[config.mk]
export PLATFORM = sky130hd
export DESIGN_NAME = mem_ctrl
export DESIGN_NICKNAME = d
export VERILOG_FILES = /design/src/rtl/mem_ctrl.sv
export SDC_FILE = /design/constraint.sdc
export NUM_CORES = 1
export LEC_CHECK = 0
export CELL_PAD_IN_SITES_DETAIL_PLACEMENT = 1
export CELL_PAD_IN_SITES_GLOBAL_PLACEMENT = 1
export CORE_UTILIZATION = 33
export CTS_CLUSTER_DIAMETER = 120
export CTS_CLUSTER_SIZE = 14
export DETAILED_ROUTE_END_ITERATION = 12
export GPL_ROUTABILITY_DRIVEN = 0
export PLACE_DENSITY = 0.85
export SLEW_MARGIN = 20
export SYNTH_ARGS = -nofsm -noshare
export SYNTH_HDL_FRONTEND = slang
export SYNTH_SLANG_ARGS = --single-unit
[constraint.sdc]
create_clock -name clock -period 1.9 [get_ports clock]
set_input_delay 0.285 -clock clock [delete_from_list [all_inputs] [get_ports clock]]
set_output_delay 0.285 -clock clock [all_outputs]
set_load 0.05 [all_outputs]
[src/rtl/mem_ctrl.sv]
// Memory access controller between the core and a small synchronous data RAM.
// Serialises single read/write requests onto the RAM strobes, absorbs the
// RAM's one-cycle registered read latency, returns a held response, and can
// sweep CLEAR_VALUE into every RAM word on demand.
module mem_ctrl #(
    parameter int                ADDR_W      = 4,
    parameter int                DATA_W      = 8,
    parameter logic [DATA_W-1:0] CLEAR_VALUE = '0
) (
    input  logic              clock,
    input  logic              reset,
    input  logic              req_valid,
    output logic              req_ready,
    input  logic              req_write,
    input  logic [ADDR_W-1:0] req_addr,
    input  logic [DATA_W-1:0] req_wdata,
    output logic              resp_valid,
    input  logic              resp_ready,
    output logic [DATA_W-1:0] resp_rdata,
    input  logic              clr_start,
    output logic              clr_done,
    output logic              busy,
    output logic [ADDR_W-1:0] ram_address,
    output logic [DATA_W-1:0] ram_dataIn,
    output logic              ram_we,
    output logic              ram_rd,
    input  logic [DATA_W-1:0] ram_dataOut
);

    localparam logic [2:0] S_IDLE = 3'd0;
    localparam logic [2:0] S_RD   = 3'd1;
    localparam logic [2:0] S_RDW  = 3'd2;
    localparam logic [2:0] S_WR   = 3'd3;
    localparam logic [2:0] S_RESP = 3'd4;
    localparam logic [2:0] S_CLR  = 3'd5;

    // Last word of the clear sweep; the counter wraps back to zero from here.
    localparam logic [ADDR_W-1:0] LAST_ADDR = '1;

    logic [2:0]        r_state;
    logic [ADDR_W-1:0] r_addr_q;
    logic [DATA_W-1:0] r_wdata_q;
    logic [ADDR_W-1:0] r_clr_cnt;
    logic              r_resp_valid;
    logic [DATA_W-1:0] r_resp_rdata;
    logic              r_clr_done;

    logic              w_idle;
    logic              w_in_clr;

    assign w_idle   = (r_state == S_IDLE);
    assign w_in_clr = (r_state == S_CLR);

    // Handshake and status decode; a clear request blocks acceptance in the same cycle.
    assign req_ready  = w_idle & ~clr_start;
    assign busy       = ~w_idle;
    assign resp_valid = r_resp_valid;
    assign resp_rdata = r_resp_rdata;
    assign clr_done   = r_clr_done;

    // RAM strobes are pure state decode, so they drop as soon as reset hits.
    assign ram_we      = (r_state == S_WR) | w_in_clr;
    assign ram_rd      = (r_state == S_RD);
    assign ram_address = w_in_clr ? r_clr_cnt : r_addr_q;
    assign ram_dataIn  = w_in_clr ? CLEAR_VALUE : r_wdata_q;

    // Sequencer: request capture, read wait, response hold and clear sweep.
    always_ff @(posedge clock or negedge reset) begin
        if (!reset) begin
            r_state      <= S_IDLE;
            r_addr_q     <= '0;
            r_wdata_q    <= '0;
            r_clr_cnt    <= '0;
            r_resp_valid <= 1'b0;
            r_resp_rdata <= '0;
            r_clr_done   <= 1'b0;
        end else begin
            r_clr_done <= 1'b0;
            case (r_state)
                S_IDLE: begin
                    if (clr_start) begin
                        r_clr_cnt <= '0;
                        r_state   <= S_CLR;
                    end else if (req_valid) begin
                        r_addr_q  <= req_addr;
                        r_wdata_q <= req_wdata;
                        r_state   <= req_write ? S_WR : S_RD;
                    end
                end
                S_RD: begin
                    // RAM registers dataOut at this edge; it is usable next cycle.
                    r_state <= S_RDW;
                end
                S_RDW: begin
                    r_resp_rdata <= ram_dataOut;
                    r_resp_valid <= 1'b1;
                    r_state      <= S_RESP;
                end
                S_WR: begin
                    // Writes echo the stored data back as their response.
                    r_resp_rdata <= r_wdata_q;
                    r_resp_valid <= 1'b1;
                    r_state      <= S_RESP;
                end
                S_RESP: begin
                    if (resp_ready) begin
                        r_resp_valid <= 1'b0;
                        r_state      <= S_IDLE;
                    end
                end
                S_CLR: begin
                    r_clr_cnt <= r_clr_cnt + 1'b1;
                    if (r_clr_cnt == LAST_ADDR) begin
                        r_clr_done <= 1'b1;
                        r_state    <= S_IDLE;
                    end
                end
                default: begin
                    r_state <= S_IDLE;
                end
            endcase
        end
    end

endmodule

==> results of run 1 <==
[per-layer routing]
metal  global-route usage [%]  vias to the layer above  routed length (um)
li1                         -                      581                   -
met3                     5.92                        4                 195
met4                     8.59                        0                  65
met5                        0                        -                   0
met2                     34.4                       37                2120
met1                     21.7                      626                1670
[power breakdown]
group / total (uW) / internal (uW) / switching, uW
logic: 2810 / 1110 / 1700
registers: 1150 / 895 / 254
clock network: 657 / 427 / 230
total: 4620 / 2430 / 2180
[synthesized netlist by cell type (all sizes together) (2+ instances only)]
library cell  number
dfrtp             29
nand2             21
mux2              12
o21ai              9
a21oi              8
and2               8
mux2i              8
nor2               6
clkbuf             5
buf                4
nand2b             3
and3               2
nand3              2
nand3b             2
nor3               2
o22ai              2
[state kept, by name, indices dropped and copies added (netlist names)]
register,count
r_state,3
resp_valid,1
resp_rdata,8
r_wdata_q,8
r_addr_q,4
r_clr_cnt,4
clr_done,1
[stage by stage]
| step | setup slack (ns) | hold WS (ns) |
|---|---|---|
| 4_1_cts | 0.0244 | 0.398 |
| 3_5_place_dp | 0.119 | 0.485 |
| 5_1_grt | 0.0117 | 0.431 |
| 6_report | 0.0905 | 0.393 |
| 3_3_place_gp | 0.193 | 0.467 |
| 2_1_floorplan | 0.00574 | -0.0106 |
[kinds of logic (layout without fill, tap and decap cells)]
group           after synthesis  in the layout  share of synthesized area [%]
compound gates               24             24                           9.39
fa+ha+maj                     1              1                          0.853
buf+inv                      10             68                           3.67
flops                        29             29                           49.5
mux                          20             20                           17.2
simple gates                 53             53                           19.4
[timing repair]
item                       in CTS  in global routing
hold buffers                    0                  0
gates resized for setup         0                  2
setup endpoints to repair      12                  4
setup buffers                   1                  1
[worst reg2reg max path: stages (launching register included)]
cell and delay [ns]:
dfrtp_1 0.47, or3_4 0.40, nand2b_4 0.27, mux2_4 0.35
[worst max path at each step]
| stage | cells past startpoint | to | slack (ns) | startpoint |
|---|---|---|---|---|
| after floorplan | 3 | ram_rd | 0.006 | r_state[0]$_DFFE_PN0P_ |
| after global placement | 4 | r_wdata_q[0]$_DFFE_PN0P_ | 0.19 | clr_start |
| after detailed placement | 3 | ram_dataIn[1] | 0.12 | r_state[1]$_DFFE_PN0P_ |
| after CTS | 5 | ram_address[1] | 0.02 | r_state[1]$_DFFE_PN0P_ |
| after global routing | 5 | ram_address[1] | 0.01 | r_state[1]$_DFFE_PN0P_ |
| final | 5 | ram_address[1] | 0.09 | r_state[1]$_DFFE_PN0P_ |
[cell type report]
class                      instances  area share (%)
clock inverter                     1            1.37
multi-input combinational         98            31.9
inverter                           1           0.171
sequential                        29            33.3
clock buffer                       7            3.94
tap                               50            2.86
timing repair buffer              59            26.5
==> metrics.md, run 1 <==
| Metric | Value |
|---|---|
| Final ANT Viol Nets | `0` |
| Initial antenna violation count | `0` |
| Syn Inst Count | `~140` |
| Min cycle time layout | `approximately 1.8 ns` |
| Worst setup EP type | `output port` |
| Storage element area | `between 700 and 800 um2` |
| Area delta synth->final | `49.3%` |
| Fraction of layout cells with a size suffix above 1 | `a little over a quarter` |
| GRT overflow | `0` |
| Fraction of registers with async set/reset | `100%` |
| Peak Freq | `~550 MHz` |
| Row cnt | `23` |
| Initial Utilization | `35.4%` |
| Initial DRC Count | `59` |
| Vias | `roughly 1200` |
| Setup TNS | `0 ns` |
| Fillers | `around 460` |
| First-pass DRT Iterations | `4` |
| Critical path, cell by cell | `buf_4 > and3b_2 > nand2_1 > nand2_1 > buf_4` |
| Critical Path RT | `~1.6 ns` |
| Clock buffer depth | `2` |
| CTS tree | `done` |
| Top_reg_cell synth | `dfrtp_1` |
| Mean post-synth cell area | `~11 um2` |
| Synth Register Bits | `29` |
| Worst Skew | `between 0.005 and 0.006 ns` |
| Core Footprint | `0.00414 mm2` |
| Register area share after synthesis | `49.5%` |
| CP bufs+invs | `2` |
| Critical Path Fanout Max | `8` |
| Worst rel slew slack | `64.5%` |
| Setup Viol. Count Final | `0` |
| Max Cap Viol | `0` |
| Worst R2R Start | `r_state[0]$_DFFE_PN0P_` |
| CP Launch Type | `register` |
| Hold Path Class | `input port to asynchronous set/reset pin` |
| Final Util | `a little over half` |
| Clock Sinks | `29` |
| Width of the die | `slightly below 70 um` |
| Post-synth top area share | `between 40% and 50%` |
| Die area | `~0.0047 mm2` |
| Biggest area consumer among synthesized cells | `dfrtp_1` |
| Synth warn | `0` |
| Area after DPL | `about 0.0021 mm2` |
| Overall Power | `4620 uW` |
| Die height | `between 60 and 70 um` |
| Drt via density | `a little over 5` |
| Cells on worst reg2reg path | `3` |
| Non-Filler Instances | `approximately 250` |
| Multi-input gate area | `698 um2` |
| Top delay family on crit path | `flip-flops` |
| Synthesized area | `0.00147 mm2` |
| Unrepaired setup endpoints after global routing | `false` |
| IO buf count | `51` |
| CTS HTree Levels | `2` |
| Worst Setup Path Type | `register to output port` |
| CTS Buf Count | `5` |
| CTS clk-pin slew, worst paths | `approximately 0.060 ns` |
| Period utilization | `roughly 95%` |
| Hpwl dp | `approximately 3000 um` |
| Max Slew Vio Count | `0` |
| Clock insertion delay at the later pin of the skew report | `between 0.2 and 0.3 ns` |
| CP peak stage delay | `0.45 ns` |
| Commonest non-fill, non-tap cell in the layout | `clkdlybuf4s50_1` |
| Worst R2R Setup Slack | `around 0.29 ns` |
| Worst-Margin Slew | `between 0.5 and 0.6 ns` |
| DRC | `0` |
| I/O pin cnt | `52` |
| Largest net degree at the start of global routing | `30` |
| Final instance area | `0.00219 mm2` |
| WL final | `4040 um` |
| Outcome | `finished clean` |
| Root buffer cell | `clkbuf_8` |
| Synth area leaders | `dfrtp_1 (49%), mux2_4 (10%), mux2i_1 (5.5%), nand2_1 (5.4%), and2_1 (3.4%)` |
| EDFF count, synth | `0` |
| First-pass GRT wire length | `between 6000 and 7000 um` |
| Max IR drop VDD | `approximately 1.1 mV` |
| Final hold vios | `0` |
| Total track usage | `roughly a fifth` |
| WL/cell | `16.5 um` |
| # diodes | `0` |
| Vias in the first global route | `1330` |
| Syn Nets | `between 150 and 200` |
| Placed Cells incl. Taps | `about 240` |
| Layout Nets | `about 220` |
| Leak | `between 0.001 and 0.0015 uW` |
| Pwr per Cell Area | `2110 mW/mm2` |
| Critical-path top delay cell | `dfrtp_2` |
| Commonest cells after routing, fill and taps aside | `clkdlybuf4s50_1 (35), dfrtp_1 (27), nand2_1 (21)` |
| WP data arrival | `approximately 1.5 ns` |
| R2r endpoint | `r_wdata_q[2]$_DFFE_PN0P_` |
| Unique masters post-synth | `34` |
No activity file was read; power rests on OpenSTA's default activity.
==> run 2: changes to the inputs <==
--- a/config.mk
+++ b/config.mk
@@ -7,6 +7,7 @@
 export LEC_CHECK = 0
 export CELL_PAD_IN_SITES_DETAIL_PLACEMENT = 1
 export CELL_PAD_IN_SITES_GLOBAL_PLACEMENT = 1
+export CORE_MARGIN = 2
 export CORE_UTILIZATION = 33
 export CTS_CLUSTER_DIAMETER = 120
 export CTS_CLUSTER_SIZE = 14
==> run 2 against run 1 <==
Fmax is 0.77% lower. Clock power about the same. Critical endpoint is now ram_we. Largest cell class unchanged. Sequential power decreased by 3%.
==> metrics.md, run 2 (synthesis results as in run 1) <==
| Metric | Value |
|---|---|
| Outcome | `finished clean` |
| # diodes | `0 (unchanged)` |
| R2r endpoint | `r_wdata_q[4]$_DFFE_PN0P_` |
| Worst Setup Path Type | `register to output port` |
| CP Launch Type | `register` |
| Placed Cells incl. Taps | `237 (+0.85%)` |
| Hold Path Class | `input port to asynchronous set/reset pin` |
| Commonest non-fill, non-tap cell in the layout | `clkdlybuf4s50_1` |
| Worst R2R Setup Slack | `0.29 ns (about the same)` |
| Fillers | `477 (+2.8%)` |
| Worst rel slew slack | `66.7% (+2.2 points)` |
| Pwr per Cell Area | `2100 mW/mm2 (-0.26%)` |
| Worst Skew | `0.00637 ns (+0.000494 ns)` |
| Initial DRC Count | `71 (+20%)` |
| Peak Freq | `548 MHz (-0.77%)` |
| Clock insertion delay at the later pin of the skew report | `0.28 ns (about the same)` |
| Vias in the first global route | `1380 (+3.8%)` |
| Vias | `1248 (unchanged)` |
| Initial Utilization | `33.9% (-1.5 points)` |
| Width of the die | `70.7 um (+2.9%)` |
| WL/cell | `15.9 um (-3.5%)` |
| CTS tree | `done` |
| CTS HTree Levels | `2 (unchanged)` |
| First-pass DRT Iterations | `4 (unchanged)` |
| Layout Nets | `222 (+0.45%)` |
| Fraction of layout cells with a size suffix above 1 | `26.5% (-0.14 points)` |
| Non-Filler Instances | `248 (+1.2%)` |
| Clock Sinks | `29 (unchanged)` |
| Critical Path Fanout Max | `7 (-1)` |
| Max Slew Vio Count | `0 (unchanged)` |
| Hpwl dp | `2920 um (-2.4%)` |
| DRC | `0 (unchanged)` |
| Area delta synth->final | `50.2%` |
| Period utilization | `96.0% (+0.74 points)` |
| Core Footprint | `0.00432 mm2 (+4.3%)` |
| Largest net degree at the start of global routing | `30 (unchanged)` |
| Commonest cells after routing, fill and taps aside | `clkdlybuf4s50_1 (35), dfrtp_1 (28), nand2_1 (21)` |
| Place WS | `0.0987 ns (-0.0204 ns)` |
| Initial antenna violation count | `0 (unchanged)` |
| Final ANT Viol Nets | `0 (unchanged)` |
| Max Cap Viol | `0 (unchanged)` |
| I/O pin cnt | `52 (unchanged)` |
| Root buffer cell | `clkbuf_8` |
| Max IR drop VDD | `1.04 mV (-2.8%)` |
| Worst R2R Start | `r_state[0]$_DFFE_PN0P_` |
| CTS clk-pin slew, worst paths | `0.06 ns (about the same)` |
| GRT overflow | `0 (unchanged)` |
| CTS Buf Count | `5 (unchanged)` |
| Worst setup EP type | `output port` |
| Final WS setup | `0.0765 ns (-0.0140 ns)` |
| Clock buffer depth | `2 (unchanged)` |
| Leak | `0.00102 uW (+0.66%)` |
| WP data arrival | `1.54 ns (+0.02 ns)` |
| Total track usage | `17.1% (-2.5 points)` |
| Setup Viol. Count Final | `0 (unchanged)` |
| Die height | `70.7 um (+2.9%)` |
| Critical Path RT | `1.62 ns (about the same)` |
| IO buf count | `51 (unchanged)` |
| Cells on worst reg2reg path | `4 (+1)` |
| Min cycle time layout | `1.82 ns (+0.0140 ns)` |
| First-pass GRT wire length | `6730 um (+4.8%)` |
| Final hold vios | `0 (unchanged)` |
| Setup TNS | `0 ns (unchanged)` |
| Worst-Margin Slew | `0.497 ns (-0.0335 ns)` |
| WL final | `3950 um (-2.3%)` |
| Die area | `0.00499 mm2 (+5.9%)` |
| Row cnt | `24 (+4.3%)` |
| Drt via density | `5.03 (-1.2%)` |
## run 2: final cells by class
| type | count | area, um2 | area share [%] |
|---|---|---|---|
| Clock buffer | 7 | 86.3 | 3.92 |
| Clock inverter | 1 | 30.0 | 1.36 |
| Inverter | 1 | 3.75 | 0.170 |
| Multi-Input combinational cell | 98 | 698 | 31.7 |
| Sequential cell | 29 | 727 | 33.0 |
| Tap cell | 52 | 65.1 | 2.95 |
| Timing Repair Buffer | 60 | 592 | 26.9 |
## run 2: worst max path at each step
stage	from	slack (ns)	end	cells past startpoint
2_1_floorplan	r_state[0]$_DFFE_PN0P_	0.006	ram_rd	3
3_3_place_gp	clr_start	0.14	r_wdata_q[0]$_DFFE_PN0P_	4
3_5_place_dp	clr_start	0.1	r_wdata_q[1]$_DFFE_PN0P_	4
4_1_cts	r_state[2]$_DFFE_PN0P_	0.04	ram_address[1]	5
5_1_grt	r_state[2]$_DFFE_PN0P_	-0.0007	ram_address[1]	5
6_report	r_state[1]$_DFFE_PN0P_	0.08	ram_we	4
## run 2: critical path, stage by stage (launching register included)
cell      delay, ns
dfrtp_1        0.46
buf_4          0.19
or2b_1         0.26
a21boi_2       0.20
buf_12         0.16
## run 2: repair_timing
action / 4_1_cts / 5_1_grt
gates cloned: 0 / 0
hold buffers: 0 / 0
buffers inserted: 2 / 1
resized for setup: 0 / 2
endpoints found under the setup margin: 12 / 4
pin swaps: 0 / 1
## run 2: stage by stage
stage          utilization, %  cell area (um2)  power (uW)  hold WS (ns)
2_1_floorplan               -             1480        2990       -0.0106
3_3_place_gp             47.6             2060        3840         0.469
3_5_place_dp             47.6             2060        3940         0.483
4_1_cts                  50.6             2190        4650         0.407
5_1_grt                  50.9             2200        4870         0.443
6_report                 50.9             2200        4630         0.396
## run 2: power breakdown
group          total (uW)  switching (uW)  internal (uW)
clock                 658             231            427
sequential           1110             216            893
combinational        2860            1720           1140
total                4630            2170           2460
## run 2: metal layers
metal  vias to the layer above  wire length (um)  part of all wire [%]  GRT usage [%]
met1                       624              1700                    43           21.5
met2                        34              2050                    52           29.6
li1                        584                 -                     -              -
met4                         0                53                   1.3           5.03
met5                         -                 0                     0              0
met3                         6               154                   3.9           3.99
==> run 3: changes to the inputs <==
--- a/config.mk
+++ b/config.mk
@@ -14,6 +14,7 @@
 export DETAILED_ROUTE_END_ITERATION = 12
 export GPL_ROUTABILITY_DRIVEN = 0
 export PLACE_DENSITY = 0.85
+export SETUP_SLACK_MARGIN = 0.5
 export SLEW_MARGIN = 20
 export SYNTH_ARGS = -nofsm -noshare
 export SYNTH_HDL_FRONTEND = slang
==> run 3 against run 2 <==
Clock skew shrank 0.0015 ns. Setup slack improved by 0.052 ns. Global-route usage increased by 4.7 points. Critical path type unchanged. Utilization increased by 4.9 points.
==> metrics.md, run 3 (synthesis results as in run 1) <==
| Metric | Value |
|---|---|
| Final hold vios | `0 (unchanged)` |
| Final ANT Viol Nets | `0 (unchanged)` |
| Outcome | `finished clean` |
| Fraction of layout cells with a size suffix above 1 | `44.4% (+18 points)` |
| Peak Freq | `564 MHz (+2.9%)` |
| Clock buffer depth | `2 (unchanged)` |
| Total track usage | `21.8% (+4.7 points)` |
| Core Footprint | `0.00432 mm2 (unchanged)` |
| I/O pin cnt | `52 (unchanged)` |
| CTS tree | `done` |
| Max Cap Viol | `0 (unchanged)` |
| Area delta synth->final | `64.8%` |
| CTS HTree Levels | `2 (unchanged)` |
| Worst Skew | `0.00488 ns (-0.00150 ns)` |
| Fillers | `454 (-4.8%)` |
| WL final | `5110 um (+29%)` |
| CTS clk-pin slew, worst paths | `0.06 ns (about the same)` |
| Initial antenna violation count | `0 (unchanged)` |
| Critical Path RT | `1.62 ns (about the same)` |
| DRC | `0 (unchanged)` |
| Root buffer cell | `clkbuf_8` |
| First-pass DRT Iterations | `4 (unchanged)` |
| WP data arrival | `1.49 ns (-0.05 ns)` |
| Drt via density | `5.21 (+3.5%)` |
| CP Launch Type | `register` |
| Commonest cells after routing, fill and taps aside | `dfrtp_1 (27), clkdlybuf4s50_1 (24), buf_4 (16)` |
| Worst Setup Path Type | `register to output port` |
| Setup Viol. Count Final | `0 (unchanged)` |
| IO buf count | `51 (unchanged)` |
| Period utilization | `93.3% (-2.7 points)` |
| Storage element area | `728 um2 (+0.17%)` |
| Min cycle time layout | `1.77 ns (-0.0516 ns)` |
| Vias in the first global route | `1516 (+9.9%)` |
| Worst R2R Setup Slack | `0.23 ns (-0.06 ns)` |
| Worst setup EP type | `output port` |
| Unrepaired setup endpoints after global routing | `true` |
| R2r endpoint | `r_wdata_q[7]$_DFFE_PN0P_` |
| Vias | `1339 (+7.3%)` |
| Pwr per Cell Area | `2120 mW/mm2 (+0.91%)` |
| Max IR drop VDD | `1.21 mV (+16%)` |
| Place WS | `0.0814 ns (-0.0172 ns)` |
| Cells on worst reg2reg path | `4 (unchanged)` |
| WL/cell | `19.9 um (+25%)` |
| Worst R2R Start | `r_state[0]$_DFFE_PN0P_` |
| Hpwl dp | `3060 um (+4.8%)` |
| Width of the die | `70.7 um (unchanged)` |
| Initial Utilization | `33.9% (unchanged)` |
| Hold Path Class | `input port to asynchronous set/reset pin` |
| Layout Nets | `231 (+4.1%)` |
| Initial DRC Count | `47 (-34%)` |
| CTS Buf Count | `5 (unchanged)` |
| Largest net degree at the start of global routing | `30 (unchanged)` |
| Clock insertion delay at the later pin of the skew report | `0.29 ns (about the same)` |
| Clock Sinks | `29 (unchanged)` |
| Die height | `70.7 um (unchanged)` |
| # diodes | `0 (unchanged)` |
| Setup TNS | `0 ns (unchanged)` |
| Max Slew Vio Count | `0 (unchanged)` |
| Critical Path Fanout Max | `9 (+2)` |
| Multi-input gate area | `807 um2 (+16%)` |
| Worst-Margin Slew | `0.383 ns (-0.114 ns)` |
| GRT overflow | `0 (unchanged)` |
| Row cnt | `24 (unchanged)` |
| Commonest non-fill, non-tap cell in the layout | `dfrtp_1` |
| Die area | `0.00499 mm2 (unchanged)` |
| Final WS setup | `0.128 ns (+0.0516 ns)` |
| Leak | `0.00112 uW (+9.6%)` |
| First-pass GRT wire length | `8140 um (+21%)` |
| Worst rel slew slack | `74.5% (+7.7 points)` |
-- run 3: report_power, final --
part           switching (uW)  internal [uW]  leakage, uW
registers                 258            895     0.000359
logic                    1960           1450     0.000709
clock network             240            327    0.0000542
-- run 3: cell type report --
class,count,share of cell area (%)
Clock buffer,7,3.99
Clock inverter,1,0.207
Inverter,1,0.155
Multi-Input combinational cell,99,33.4
Sequential cell,29,30.1
Tap cell,52,2.69
Timing Repair Buffer,68,29.4
-- run 3: routing by layer --
layer | part of all wire (%) | global-route usage, % | vias to the layer above
li1 | - | - | 603
met1 | 41 | 25.0 | 685
met2 | 52 | 39.7 | 43
met3 | 5.2 | 5.84 | 8
met4 | 1.6 | 6.50 | 0
met5 | 0 | 0 | -
-- run 3: repair_timing --
| item | 4_1_cts | 5_1_grt |
|---|---|---|
| hold buffers | 0 | 0 |
| pin swaps | 2 | 3 |
| setup buffers | 8 | 3 |
| gates cloned | 1 | 0 |
| setup endpoints to repair | 50 | 42 |
| resized for setup | 48 | 18 |
-- run 3: stage by stage --
stage / cells / util [%] / hold slack, ns / total power, uW / cell area [um2]
2_1_floorplan: 137 / - / -0.0106 / 3170 / 1550
3_3_place_gp: 237 / 48.9 / 0.465 / 3990 / 2110
3_5_place_dp: 237 / 48.9 / 0.492 / 4100 / 2110
4_1_cts: 254 / 54.3 / 0.399 / 4900 / 2350
5_1_grt: 257 / 55.9 / 0.435 / 5360 / 2420
6_report: 257 / 55.9 / 0.400 / 5130 / 2420
-- run 3: worst max-delay path, cell delays in order (launching register included) --
cell      delay (ns)
dfrtp_1         0.44
nand3b_1        0.23
buf_6           0.18
and2_4          0.16
buf_4           0.18
-- run 3: how the worst max path moves through the flow --
stage | startpoint | end | slack (ns) | depth (start not counted)
5_1_grt | r_state[1]$_DFFE_PN0P_ | ram_address[3] | 0.07 | 4
3_3_place_gp | clr_start | r_wdata_q[1]$_DFFE_PN0P_ | 0.14 | 4
3_5_place_dp | clr_start | r_wdata_q[1]$_DFFE_PN0P_ | 0.08 | 4
2_1_floorplan | r_state[1]$_DFFE_PN0P_ | r_addr_q[0]$_DFFE_PN0P_ | 0.22 | 5
4_1_cts | r_state[2]$_DFFE_PN0P_ | ram_we | 0.17 | 4
6_report | r_state[1]$_DFFE_PN0P_ | ram_dataIn[6] | 0.13 | 4
==> variant (config.mk and constraints of run 3) <==
`DATA_W`: 8 -> 6.
--- a/src/rtl/mem_ctrl.sv
+++ b/src/rtl/mem_ctrl.sv
@@ -6,3 +6,3 @@
     parameter int                ADDR_W      = 4,
-    parameter int                DATA_W      = 8,
+    parameter int                DATA_W      = 6,
     parameter logic [DATA_W-1:0] CLEAR_VALUE = '0
Interface: changed (resized ram_dataIn, ram_dataOut, req_wdata and resp_rdata); port bits go from 52 to 44. The function was not compared with the original's and may differ.
==> variant against run 3 <==
Register-to-register slack better by 110 ps; cell area is 9.3% lower; sequential cell count down 4; wire length decreased by 17%; global-route usage shrank 1.4 points; count of clock-buffer cells in the layout shrank 4; setup slack improved by 4.7 ps; die area decreased by 12%; area after synthesis down 12%; largest power group unchanged; sequential share of layout area is 1.4 points lower; power fell by 12%; hold slack lost 30 ps.
==> variant: results (changes against run 3) <==
outcome:
  status: "completed"
clocking:
  cts_resized: 65  # +35%
  cts_buffers: 3  # -2
  clk_path_buf_depth: 2  # unchanged
  clk_pin_slew_ps: 100  # +40 ps
  cts.htree.levels: 1  # -1
  cts_setup_buffers: 11  # +3
setup_path:
  timing.critical_path.from: "r_state[1]"
  reg2reg_to: "r_addr_q[2]"
  reg2reg_slack_ps: 340  # +110 ps
  cp_slowest_cell: "dfrtp_2"
  rr_worst_depth: 3  # -1
  endpoint: "ram_dataIn[5]"
  crit_fanout: 7  # -2
  slowest_delay_ps: 460  # +20 ps
drt:
  highest_layer: "met4"
  wl_met1_mm: 1.702  # -19%
  wl_met3_um: 182  # -31%
  wl_met2_mm: 2.238  # -16%
  viasPerCell: 5.026  # -3.5%
  drtIter0Drc: 54  # +15%
  wl_mm: 4.245  # -17%
  routedWlPerCell_um: 18.46  # -7.2%
placement:
  place_area_um2: 1864  # -12%
  place_inst: 211  # -11%
  place_ws_ps: 122.7  # +41.22 ps
  dp_hpwl_mm: 2.643  # -14%
  portBuffers: 43  # -16%
timing:
  holdWs_ps: 369.7  # -29.78 ps
  fmax_ghz: 0.5659  # +0.27%
  fin_skew_ps: 5.988  # +1.111 ps
  worst_pin_slew_ps: 321.6  # -61.59 ps
global_route:
  use_met1_pct: 23.29  # -1.7 points
  use_met2_pct: 36.00  # -3.7 points
  grt_pass1_vias: 1304  # -14%
  grt_max_degree: 26  # -13%
  grt_pass1_wl_mm: 6.534  # -20%
  grt_use_met3_pct: 5.111  # -0.73 points
  grt_usage_pct: 20.38  # -1.4 points
yosys:
  synth_area_leaders: "dfrtp_1 (49%), mux2_4 (12%), nand2_1 (5.5%)"
  ys_seq_area_share_pct: 48.64  # -0.85 points
  synth_fa_ha_area_share_pct: 0.9728  # +0.12 points
  ys_seq_elements: 25  # -14%
  ys_types: 30  # -12%
  syn_nets: 145  # -12%
  synth_common_cells: "dfrtp_1 (25), nand2_1 (19), mux2_4 (10)"
  yosysMostFrequentCell: "dfrtp_1"
  muxShareOfSynthArea_pct: 16.34  # -0.89 points
  synthArstFlopShare_pct: 100.0  # unchanged
  synth_compound_area_share_pct: 9.922  # +0.54 points
  synthCells: 122  # -11%
power:
  p_sw_uw: 2140  # -13%
  ir_drop_mv: 1.381  # +15%
  finalPower_uw: 4524  # -12%
  p_leak_uw: 0.001009  # -10%
  p_clk_uw: 335  # -41%
cells_and_area:
  drive_gt1_share_pct: 49.45  # +5.1 points
  fillers: 385  # -15%
==> variant: changes by cell type after synthesis, moves of 2 or more <==
| cell | run 3 | this run |
|---|---|---|
| dfrtp_1 | 29 | 25 |
| and2_1 | 8 | 6 |
| o21ai_0 | 9 | 7 |
| nand2_1 | 21 | 19 |
| mux2_2 | 2 | 0 |
| mux2i_1 | 8 | 6 |
==> variant: final cells by class <==
cell class | count | area [um2] | area share (%)
flip-flops and latches | 25 | 629.4 | 28.73
clock inverters | 1 | 7.507 | 0.3427
repair buffers | 63 | 676.9 | 30.90
inverters | 1 | 3.754 | 0.1713
multi-input cells | 89 | 772.0 | 35.24
well taps | 48 | 60.06 | 2.741
clock buffers | 3 | 41.29 | 1.885
==> variant: worst reg2reg max path: cells and delay by family, from the launching register on <==
kind,cells,cell delay [ps]
multiplexers,1,320
flip-flops,1,460
AND/OR/NAND/NOR,2,660
